[config.mk]
export PLATFORM = sky130hd
export DESIGN_NAME = spi_flash_arbiter
export DESIGN_NICKNAME = d
export VERILOG_FILES = /design/src/rtl/spi_flash_arbiter.sv
export SDC_FILE = /design/constraint.sdc
export NUM_CORES = 1
export LEC_CHECK = 0
export CAP_MARGIN = 5
export CORE_ASPECT_RATIO = 2
export CORE_UTILIZATION = 57
export DETAILED_ROUTE_END_ITERATION = 8
export GPL_ROUTABILITY_DRIVEN = 0
export GPL_TIMING_DRIVEN = 0
export PLACE_DENSITY = 0.89
export SETUP_SLACK_MARGIN = 0.15
export SLEW_MARGIN = 10
export SYNTH_ARGS = -nofsm -noshare
export SYNTH_HDL_FRONTEND = slang
export SYNTH_SLANG_ARGS = --single-unit
export TNS_END_PERCENT = 1
[constraint.sdc]
create_clock -name sysclk -period 2.85 [get_ports sysclk]
set_input_delay 0.285 -clock sysclk [delete_from_list [all_inputs] [get_ports sysclk]]
set_output_delay 0.285 -clock sysclk [all_outputs]
set_load 0.02 [all_outputs]
[src/rtl/spi_flash_arbiter.sv]
// Round-robin arbiter sharing one SPI flash between the DSP and CPU SPI masters,
// with synchronized requests/chip-selects, a guard gap between owners and a hold watchdog.
module spi_flash_arbiter #(
  parameter int unsigned GUARD_CYCLES   = 4,
  parameter int unsigned TIMEOUT_CYCLES = 4000000,
  parameter int unsigned TIMEOUT_WIDTH  = 22
) (
  input  logic sysclk,
  input  logic reset_INV,
  input  logic enable,
  input  logic dsp_req,
  input  logic cpu_req,
  output logic dsp_grant,
  output logic cpu_grant,
  input  logic dsp_spi_clk,
  input  logic dsp_spi_mosi,
  input  logic dsp_spi_cs_INV,
  output logic dsp_spi_miso,
  input  logic cpu_spi_clk,
  input  logic cpu_spi_mosi,
  input  logic cpu_spi_cs_INV,
  output logic cpu_spi_miso,
  output logic flash_clk,
  output logic flash_mosi,
  output logic flash_cs_INV,
  input  logic flash_miso,
  output logic timeout,
  input  logic timeout_clr
);

  localparam int unsigned GUARD_WIDTH = (GUARD_CYCLES > 1) ? $clog2(GUARD_CYCLES) : 1;
  localparam logic [GUARD_WIDTH-1:0]   GUARD_LAST = GUARD_WIDTH'(GUARD_CYCLES - 1);
  localparam logic [TIMEOUT_WIDTH-1:0] HOLD_LAST  = TIMEOUT_WIDTH'(TIMEOUT_CYCLES - 1);

  localparam logic [2:0] S_IDLE    = 3'd0;
  localparam logic [2:0] S_OWN_DSP = 3'd1;
  localparam logic [2:0] S_OWN_CPU = 3'd2;
  localparam logic [2:0] S_DRAIN   = 3'd3;
  localparam logic [2:0] S_GUARD   = 3'd4;

  logic [1:0] r_dsp_req_sync;
  logic [1:0] r_cpu_req_sync;
  logic [1:0] r_dsp_cs_sync;
  logic [1:0] r_cpu_cs_sync;

  logic [2:0]               r_state;
  logic                     r_dsp_grant;
  logic                     r_cpu_grant;
  logic                     r_last_cpu;
  logic [TIMEOUT_WIDTH-1:0] r_hold;
  logic [GUARD_WIDTH-1:0]   r_guard;
  logic                     r_timeout;

  logic [2:0]               w_state_nxt;
  logic                     w_dsp_grant_nxt;
  logic                     w_cpu_grant_nxt;
  logic                     w_last_cpu_nxt;
  logic [TIMEOUT_WIDTH-1:0] w_hold_nxt;
  logic [GUARD_WIDTH-1:0]   w_guard_nxt;
  logic                     w_timeout_nxt;
  logic                     w_revoke;
  logic                     w_dsp_req_s;
  logic                     w_cpu_req_s;
  logic                     w_owner_cs_s;

  // Two-flop synchronizers; bit 1 is the synchronized copy
  always_ff @(posedge sysclk or negedge reset_INV) begin
    if (!reset_INV) begin
      r_dsp_req_sync <= 2'b00;
      r_cpu_req_sync <= 2'b00;
      r_dsp_cs_sync  <= 2'b11;
      r_cpu_cs_sync  <= 2'b11;
    end else begin
      r_dsp_req_sync <= {r_dsp_req_sync[0], dsp_req};
      r_cpu_req_sync <= {r_cpu_req_sync[0], cpu_req};
      r_dsp_cs_sync  <= {r_dsp_cs_sync[0], dsp_spi_cs_INV};
      r_cpu_cs_sync  <= {r_cpu_cs_sync[0], cpu_spi_cs_INV};
    end
  end

  assign w_dsp_req_s  = r_dsp_req_sync[1];
  assign w_cpu_req_s  = r_cpu_req_sync[1];
  assign w_owner_cs_s = r_dsp_grant ? r_dsp_cs_sync[1] : r_cpu_cs_sync[1];

  always_ff @(posedge sysclk or negedge reset_INV) begin
    if (!reset_INV) begin
      r_state     <= S_IDLE;
      r_dsp_grant <= 1'b0;
      r_cpu_grant <= 1'b0;
      r_last_cpu  <= 1'b1;
      r_hold      <= '0;
      r_guard     <= '0;
      r_timeout   <= 1'b0;
    end else begin
      r_state     <= w_state_nxt;
      r_dsp_grant <= w_dsp_grant_nxt;
      r_cpu_grant <= w_cpu_grant_nxt;
      r_last_cpu  <= w_last_cpu_nxt;
      r_hold      <= w_hold_nxt;
      r_guard     <= w_guard_nxt;
      r_timeout   <= w_timeout_nxt;
    end
  end

  always_comb begin
    w_state_nxt     = r_state;
    w_dsp_grant_nxt = r_dsp_grant;
    w_cpu_grant_nxt = r_cpu_grant;
    w_last_cpu_nxt  = r_last_cpu;
    w_hold_nxt      = r_hold;
    w_guard_nxt     = r_guard;
    w_timeout_nxt   = r_timeout;
    w_revoke        = 1'b0;

    if (!enable) begin
      w_state_nxt     = S_IDLE;
      w_dsp_grant_nxt = 1'b0;
      w_cpu_grant_nxt = 1'b0;
      w_hold_nxt      = '0;
      w_guard_nxt     = '0;
    end else begin
      case (r_state)
        S_IDLE: begin
          // On a tie the master that did not own last goes first
          if (w_dsp_req_s && (!w_cpu_req_s || r_last_cpu)) begin
            w_state_nxt     = S_OWN_DSP;
            w_dsp_grant_nxt = 1'b1;
            w_last_cpu_nxt  = 1'b0;
            w_hold_nxt      = '0;
          end else if (w_cpu_req_s) begin
            w_state_nxt     = S_OWN_CPU;
            w_cpu_grant_nxt = 1'b1;
            w_last_cpu_nxt  = 1'b1;
            w_hold_nxt      = '0;
          end
        end
        S_OWN_DSP, S_OWN_CPU: begin
          if (r_hold == HOLD_LAST) begin
            w_revoke = 1'b1;
          end else begin
            w_hold_nxt = r_hold + TIMEOUT_WIDTH'(1);
            if ((r_state == S_OWN_DSP) ? !w_dsp_req_s : !w_cpu_req_s) begin
              w_state_nxt = S_DRAIN;
            end
          end
        end
        S_DRAIN: begin
          if (r_hold == HOLD_LAST) begin
            w_revoke = 1'b1;
          end else if (w_owner_cs_s) begin
            w_state_nxt     = S_GUARD;
            w_dsp_grant_nxt = 1'b0;
            w_cpu_grant_nxt = 1'b0;
            w_guard_nxt     = '0;
          end else begin
            w_hold_nxt = r_hold + TIMEOUT_WIDTH'(1);
          end
        end
        S_GUARD: begin
          if (r_guard == GUARD_LAST) begin
            w_state_nxt = S_IDLE;
            w_guard_nxt = '0;
          end else begin
            w_guard_nxt = r_guard + GUARD_WIDTH'(1);
          end
        end
        default: begin
          w_state_nxt     = S_IDLE;
          w_dsp_grant_nxt = 1'b0;
          w_cpu_grant_nxt = 1'b0;
        end
      endcase
    end

    // Watchdog revocation; a same-cycle clear loses to the set
    if (w_revoke) begin
      w_state_nxt     = S_GUARD;
      w_dsp_grant_nxt = 1'b0;
      w_cpu_grant_nxt = 1'b0;
      w_guard_nxt     = '0;
      w_timeout_nxt   = 1'b1;
    end else if (timeout_clr) begin
      w_timeout_nxt = 1'b0;
    end
  end

  assign dsp_grant = r_dsp_grant;
  assign cpu_grant = r_cpu_grant;
  assign timeout   = r_timeout;

  // Combinational SPI path steered by the grant registers
  assign flash_clk    = (r_dsp_grant & dsp_spi_clk)  | (r_cpu_grant & cpu_spi_clk);
  assign flash_mosi   = (r_dsp_grant & dsp_spi_mosi) | (r_cpu_grant & cpu_spi_mosi);
  assign flash_cs_INV = r_dsp_grant ? dsp_spi_cs_INV : (r_cpu_grant ? cpu_spi_cs_INV : 1'b1);
  assign dsp_spi_miso = r_dsp_grant & flash_miso;
  assign cpu_spi_miso = r_cpu_grant & flash_miso;

endmodule

==> flow_metrics.tcl, run 1 <==
set metrics [dict create \
    cts_inserted_buffers 5 \
    powerDensity_nw_per_um2 627 \
    cts_root_buffer "clkbuf_8" \
    synth_cell_type_count 51 \
    rsz0062_at_grt "no" \
    period_needed_ns 2.42 \
    nets 287 \
    cap_violations 0 \
    p_seq_share_pct 39.8 \
    synth_edf_count 0 \
    cts_tree "yes" \
    path_max_fanout 10 \
    vias 2203 \
    synth_top_area_share_pct 37.9 \
    path_class "reg -> reg" \
    slew_violations 0 \
    clockBufferDepth 2 \
    worst_pin_slew_ns 0.764 \
    cts-resized-gates 0 \
    syn_area_per_cell_um2 9.24 \
    synth_area_um2 2240 \
    hold_path_class "reg -> reg" \
    grt_pass1_vias 2217 \
    die_area_um2 4210 \
    synth_commonest_cells "dfrtp_1, o21ai_0, o31ai_1, nand2_1, clkbuf_1" \
    syn_nets 258 \
    relSlewSlack_pct 48.7 \
    vias_per_cell 6.84 \
    drc 0 \
    area_growth_pct 17.8 \
    dieHeight_um 90.7 \
    drt_wl_total_mm 6.08 \
    p_comb_share_pct 31.6 \
    antenna_cells 0 \
    antenna_found_initial 0 \
    ios 21 \
    rows 31 \
    p_sw_mw 0.583 \
    power_frac_clock_pct 28.6 \
    port_buffers 20 \
    synth-async-reset-ratio_pct 100 \
    leakage_nw 1.03 \
    min_period_over_period_pct 84.9 \
    yosys-top-cells-area "dfrtp_1, dfstp_2, o31ai_1" \
    cp.arrival_ns 2.59 \
    ys_warn_count 0 \
    required_ns 3.02 \
    tns_ns 0 \
    grt.total_usage_pct 32.1 \
    place_ws_ns 0.354 \
    synthCells 243 \
    synth_ff_type "dfrtp_1" \
    drtAntennaViolNets 0 \
    final-hold-violation-count 0 \
    ir_drop_mv 0.516 \
    status "complete, no violations" \
    cp-start-kind "register" \
    place_hpwl_mm 4.20 \
    synth-seq-area-share_pct 43.8 \
    core_area_um2 3680 \
    final.setup.worst_slack_ns 0.431 \
    grt_pass1_wl_mm 9.97 \
    skew_ns 0.0122 \
    die_w_um 46.4 \
    yosys_register_bits 39 \
    cts_sinks 39 \
    start_util_pct 60.9 \
    timing.fmax_ghz 0.413 \
    final_layout_size_suffix_gt1_share_pct 8.79 \
    post_drt_wl_per_cell_um 18.9 \
    setup_viol 0 \
    cp-end-kind "register" \
    synth_area_leader_cell "dfrtp_1" \
    dr.first_iter.drc_count 95 \
    h-tree-depth 2 \
    synth_most_common_cell "dfrtp_1" \
    overflow 0 \
    grt_max_degree 38 \
    cts.clk_slew.worst_paths_ns 0.09 \
    internal_power_mw 1.08 \
    clkLatencyLatePin_ns 0.30 \
    first_pass_iters 4 \
    sw_frac_of_total_pct 35.1 \
]
worst paths after layout:
check / from / endpoint / slack [ns] / cells past startpoint
setup reg to reg: dsp_grant / r_hold[15] / 0.43 / 7
min in group asynchronous: reset_INV / r_cpu_cs_sync[1] / 0.49 / 2
hold reg to reg: r_dsp_req_sync[0] / r_dsp_req_sync[1] / 0.36 / 0
setup / recovery: dsp_grant / r_hold[15] / 0.43 / 7
hold / removal: r_dsp_req_sync[0] / r_dsp_req_sync[1] / 0.36 / 0
max in group asynchronous: reset_INV / r_cpu_cs_sync[0] / 2.08 / 3
power by group through the flow:
| stage | sequential [mW] | clock [mW] | combinational, mW |
|---|---|---|---|
| after floorplan | 0.667 | 0 | 0.325 |
| after global placement | 0.665 | 0 | 0.500 |
| after detailed placement | 0.666 | 0 | 0.512 |
| after CTS | 0.656 | 0.475 | 0.518 |
| after global routing | 0.669 | 0.498 | 0.575 |
| final | 0.660 | 0.474 | 0.524 |
layout by cell type, fill, tap and decap left out, types with 2 or more instances in the layout:
| master | instances |
|---|---|
| dfrtp_1 | 34 |
| o21ai_0 | 19 |
| clkdlybuf4s50_1 | 19 |
| o31ai_1 | 17 |
| nand2_1 | 16 |
| clkbuf_1 | 15 |
| a21oi_1 | 12 |
| nand4_1 | 10 |
| nor2_1 | 10 |
| nand3_1 | 10 |
| or4_1 | 8 |
| nor3_1 | 6 |
| inv_1 | 5 |
| nand2b_1 | 5 |
| and2_1 | 5 |
| and4_1 | 5 |
| and3_1 | 5 |
| clkbuf_8 | 5 |
| dfstp_2 | 5 |
| nor2b_1 | 4 |
| nor4b_1 | 4 |
| buf_2 | 3 |
| a41oi_1 | 3 |
| a31oi_1 | 3 |
| o211ai_1 | 3 |
| a22o_1 | 2 |
| o31a_1 | 2 |
| nor4_1 | 2 |
| or3_1 | 2 |
| nor4_2 | 2 |
| o41ai_1 | 2 |
| o2111ai_1 | 2 |
| o32a_1 | 2 |
| ha_1 | 2 |
per-layer routing:
| metal | vias to the layer above | wire length, µm | global-route usage (%) | share of wire [%] |
|---|---|---|---|---|
| met5 | - | 0 | 0 | 0 |
| met3 | 24 | 301 | 7.80 | 5.0 |
| met2 | 93 | 3440 | 54.1 | 57 |
| met1 | 1075 | 2090 | 31.6 | 34 |
| li1 | 1011 | - | - | - |
| met4 | 0 | 248 | 21.6 | 4.1 |
worst max-delay path, cell delays in order, from the launching register on:
cell and delay (ns):
dfrtp_1 0.53, mux2_4 0.35, a311o_1 0.40, and2_4 0.20, buf_6 0.13, clkbuf_1 0.25, o31ai_1 0.32, o31ai_1 0.11
area by class of cell:
class                      count  area [µm²]
tap                           49        61.3
clock buffer                   5        68.8
clock inverter                 3        43.8
timing repair buffer          22         225
buffer                        19        81.3
fill                         266        1040
inverter                       5        18.8
multi-input combinational    180        1160
sequential                    39         982
logic make-up after synthesis:
kind of cell | count (synthesis) | synth area share (%)
buffers and inverters | 24 | 4.46
adder cells (fa/ha/maj) | 2 | 1.11
flip-flops | 39 | 43.8
AO/OA/AOI/OAI | 76 | 23.1
multiplexers | 1 | 0.669
AND/OR/NAND/NOR | 101 | 26.9
per-stage QoR:
| step | cell area (µm²) | utilization (%) | hold WS, ns | instances | power (mW) |
|---|---|---|---|---|---|
| after global routing | 2640 | 71.7 | 0.367 | 322 | 1.74 |
| after CTS | 2640 | 71.7 | 0.359 | 322 | 1.65 |
| final | 2640 | 71.7 | 0.356 | 322 | 1.66 |
| after floorplan | 2240 | - | -0.0106 | 243 | 0.992 |
| after global placement | 2510 | 68.0 | 0.332 | 312 | 1.16 |
| after detailed placement | 2520 | 68.4 | 0.276 | 313 | 1.18 |
sequential cells by signal (all words and copies together) (netlist names), 2 cells and up:
register	count
r_hold	22
r_cpu_req_sync	2
r_guard	2
r_dsp_req_sync	2
r_dsp_cs_sync	2
r_state	3
r_cpu_cs_sync	2
repair_timing:
item                      4_1_cts  5_1_grt
setup buffers                   0        0
hold endpoints to repair       31        0
hold buffers                    1        0
Note: power is estimated with default switching activity, not from simulation.
==> run 2, diff against run 1 <==
- CORE_UTILIZATION: 57 -> 51
- PLACE_DENSITY: 0.89 -> 0.85
- clock period: 2.85 -> 2.13 ns (I/O delays scaled with it)
==> run 2 against run 1 <==
Worst setup slack got worse by 0.40 ns. Critical endpoint is now r_guard[1]. Fmax rose by 15%. Largest power group is now combinational logic. Utilization fell by 0.072 points. Critical path type unchanged. Largest cell class unchanged.
==> flow_metrics.tcl, run 2 (same netlist as run 1, synthesis figures left out) <==
set metrics [dict create \
    status "complete, no violations" \
    min_period_over_period_pct 98.7 \
    vias 2249 \
    skew_ns 0.00489 \
    antenna_cells 0 \
    post_drt_wl_per_cell_um 19.0 \
    path_class "reg -> reg" \
    fin_cells 338 \
    nets 300 \
    period_needed_ns 2.10 \
    cts_inserted_buffers 5 \
    ios 21 \
    cts.clk_slew.worst_paths_ns 0.08 \
    place_ws_ns -0.261 \
    slew_violations 0 \
    dp_cells 316 \
    core_area_um2 4170 \
    cp-start-kind "register" \
    timing.fmax_ghz 0.476 \
    largest_register_ffs 22 \
    crit_chain "clkbuf_4, nor4b_2, nand4_1, o311ai_1, o31ai_1, a32o_1" \
    hold_path_class "in -> reg" \
    p_sw_mw 0.842 \
    final-hold-violation-count 0 \
    clockBufferDepth 2 \
    required_ns 2.32 \
    place_hpwl_mm 4.09 \
    critPathTopFamily "compound AO/OA/AOI/OAI gates" \
    cts_root_buffer "clkbuf_8" \
    h-tree-depth 2 \
    antenna_found_initial 0 \
    die_area_um2 4690 \
    clkLatencyLatePin_ns 0.30 \
    die_w_um 48.9 \
    final.setup.worst_slack_ns 0.0270 \
    sw_frac_of_total_pct 34.9 \
    ir_drop_mv 0.566 \
    cp.arrival_ns 2.29 \
    grt.total_usage_pct 27.8 \
    worst_pin_slew_ns 0.494 \
    p_comb_share_pct 36.5 \
    p_seq_share_pct 36.3 \
    final_common_cell "dfrtp_1" \
    final_layout_size_suffix_gt1_share_pct 26.2 \
    rsz0062_at_grt "yes" \
    internal_power_mw 1.57 \
    first_pass_iters 4 \
    drc 0 \
    design_area_um2 2990 \
    drtAntennaViolNets 0 \
    cpMaxStageDelayCell "o311ai_1" \
    start_util_pct 53.8 \
    grt_pass1_vias 2211 \
    top_register "r_hold" \
    setup_viol 0 \
    overflow 0 \
    ff2ff_path_depth 6 \
    drt_wl_total_mm 6.42 \
    grt_max_degree 37 \
    powerDensity_nw_per_um2 806 \
    max_stage_delay_ns 0.38 \
    power_frac_clock_pct 27.1 \
    top_regs "r_hold: 22 flops, r_state: 3 flops" \
    cp-end-kind "register" \
    vias_per_cell 6.65 \
    path_max_fanout 9 \
    rows 33 \
    cp_num_buf_inv 1 \
    port_buffers 20 \
    relSlewSlack_pct 67.0 \
    layout_common_cells "dfrtp_1, clkdlybuf4s50_1, nand2_1" \
    cp.depth 6 \
    cts_tree "yes" \
    dieHeight_um 95.8 \
    cts_sinks 39 \
    area_growth_pct 33.2 \
    hold_path_depth 1 \
    leakage_nw 1.18 \
    placed_area_um2 2530 \
    cap_violations 0 \
    grt_pass1_wl_mm 9.90 \
    dr.first_iter.drc_count 133 \
]
[run 2: cell count changes in the layout (fill, tap and decap cells not counted), moves of 3 or more]
cell / change
clkbuf_1: -9
o31ai_4: +5
o21ai_0: -5
clkbuf_2: +3
buf_6: +4
dfrtp_2: +4
o31ai_1: -5
dfrtp_1: -4
buf_4: +12
nor2_1: -3
o21ai_1: +4
[run 2: final cells by class]
type                    instances  area (µm²)
flip-flops and latches         39         987
plain buffers                  18         133
fillers                       286        1180
clock inverters                 2        35.0
well taps                      52        65.1
inverters                       5        18.8
clock buffers                   6        82.6
multi-input cells             180        1340
repair buffers                 36         332
[run 2: worst reg2reg max path, stage by stage, from the launching register on]
cell,delay (ns)
dfrtp_1,0.37
clkbuf_4,0.18
nor4b_2,0.35
nand4_1,0.29
o311ai_1,0.38
o31ai_1,0.15
a32o_1,0.29
[run 2: metal layers]
layer | global-route usage, % | wire [µm] | vias up
met5 | 0 | 0 | -
met1 | 27.6 | 2350 | 1093
met4 | 18.6 | 256 | 0
li1 | - | - | 1032
met3 | 4.42 | 281 | 23
met2 | 52.3 | 3530 | 101
[run 2: worst paths after layout]
path | slack, ns | endpoint | start
worst min register to register | 0.35 | r_cpu_req_sync[1] | r_cpu_req_sync[0]
worst max register to register | 0.03 | r_guard[1] | r_hold[13]
min in group asynchronous | 0.44 | r_cpu_cs_sync[0] | reset_INV
worst min-delay path | 0.33 | r_dsp_cs_sync[0] | dsp_spi_cs_INV
max in group asynchronous | 1.42 | r_last_cpu | reset_INV
worst max-delay path | 0.03 | r_guard[1] | r_hold[13]
[run 2: power by group through the flow]
| stage | Clock, mW | Sequential, mW | Combinational (mW) |
|---|---|---|---|
| final | 0.654 | 0.876 | 0.880 |
| after global placement | 0 | 0.890 | 0.672 |
| after detailed placement | 0 | 0.894 | 0.682 |
| after CTS | 0.666 | 0.871 | 0.777 |
| after floorplan | 0 | 0.894 | 0.436 |
| after global routing | 0.696 | 0.882 | 0.939 |
[run 2: timing repair]
action / 4_1_cts / 5_1_grt
buffers inserted: 8 / 4
resized for setup: 29 / 40
hold buffers: 1 / 0
pin swaps: 7 / 8
hold endpoints to repair: 37 / 0
gates cloned: 1 / 1
endpoints found under the setup margin: 29 / 29
[run 2: stage by stage]
| stage | utilization (%) | power [mW] | setup TNS (ns) | hold slack [ns] |
|---|---|---|---|---|
| 2_1_floorplan | - | 1.33 | 0 | -0.0826 |
| 3_3_place_gp | 60.2 | 1.56 | -4.39 | 0.334 |
| 3_5_place_dp | 60.6 | 1.58 | -2.33 | 0.224 |
| 4_1_cts | 67.9 | 2.31 | 0 | 0.332 |
| 5_1_grt | 71.7 | 2.52 | -0.133 | 0.332 |
| 6_report | 71.7 | 2.41 | 0 | 0.332 |
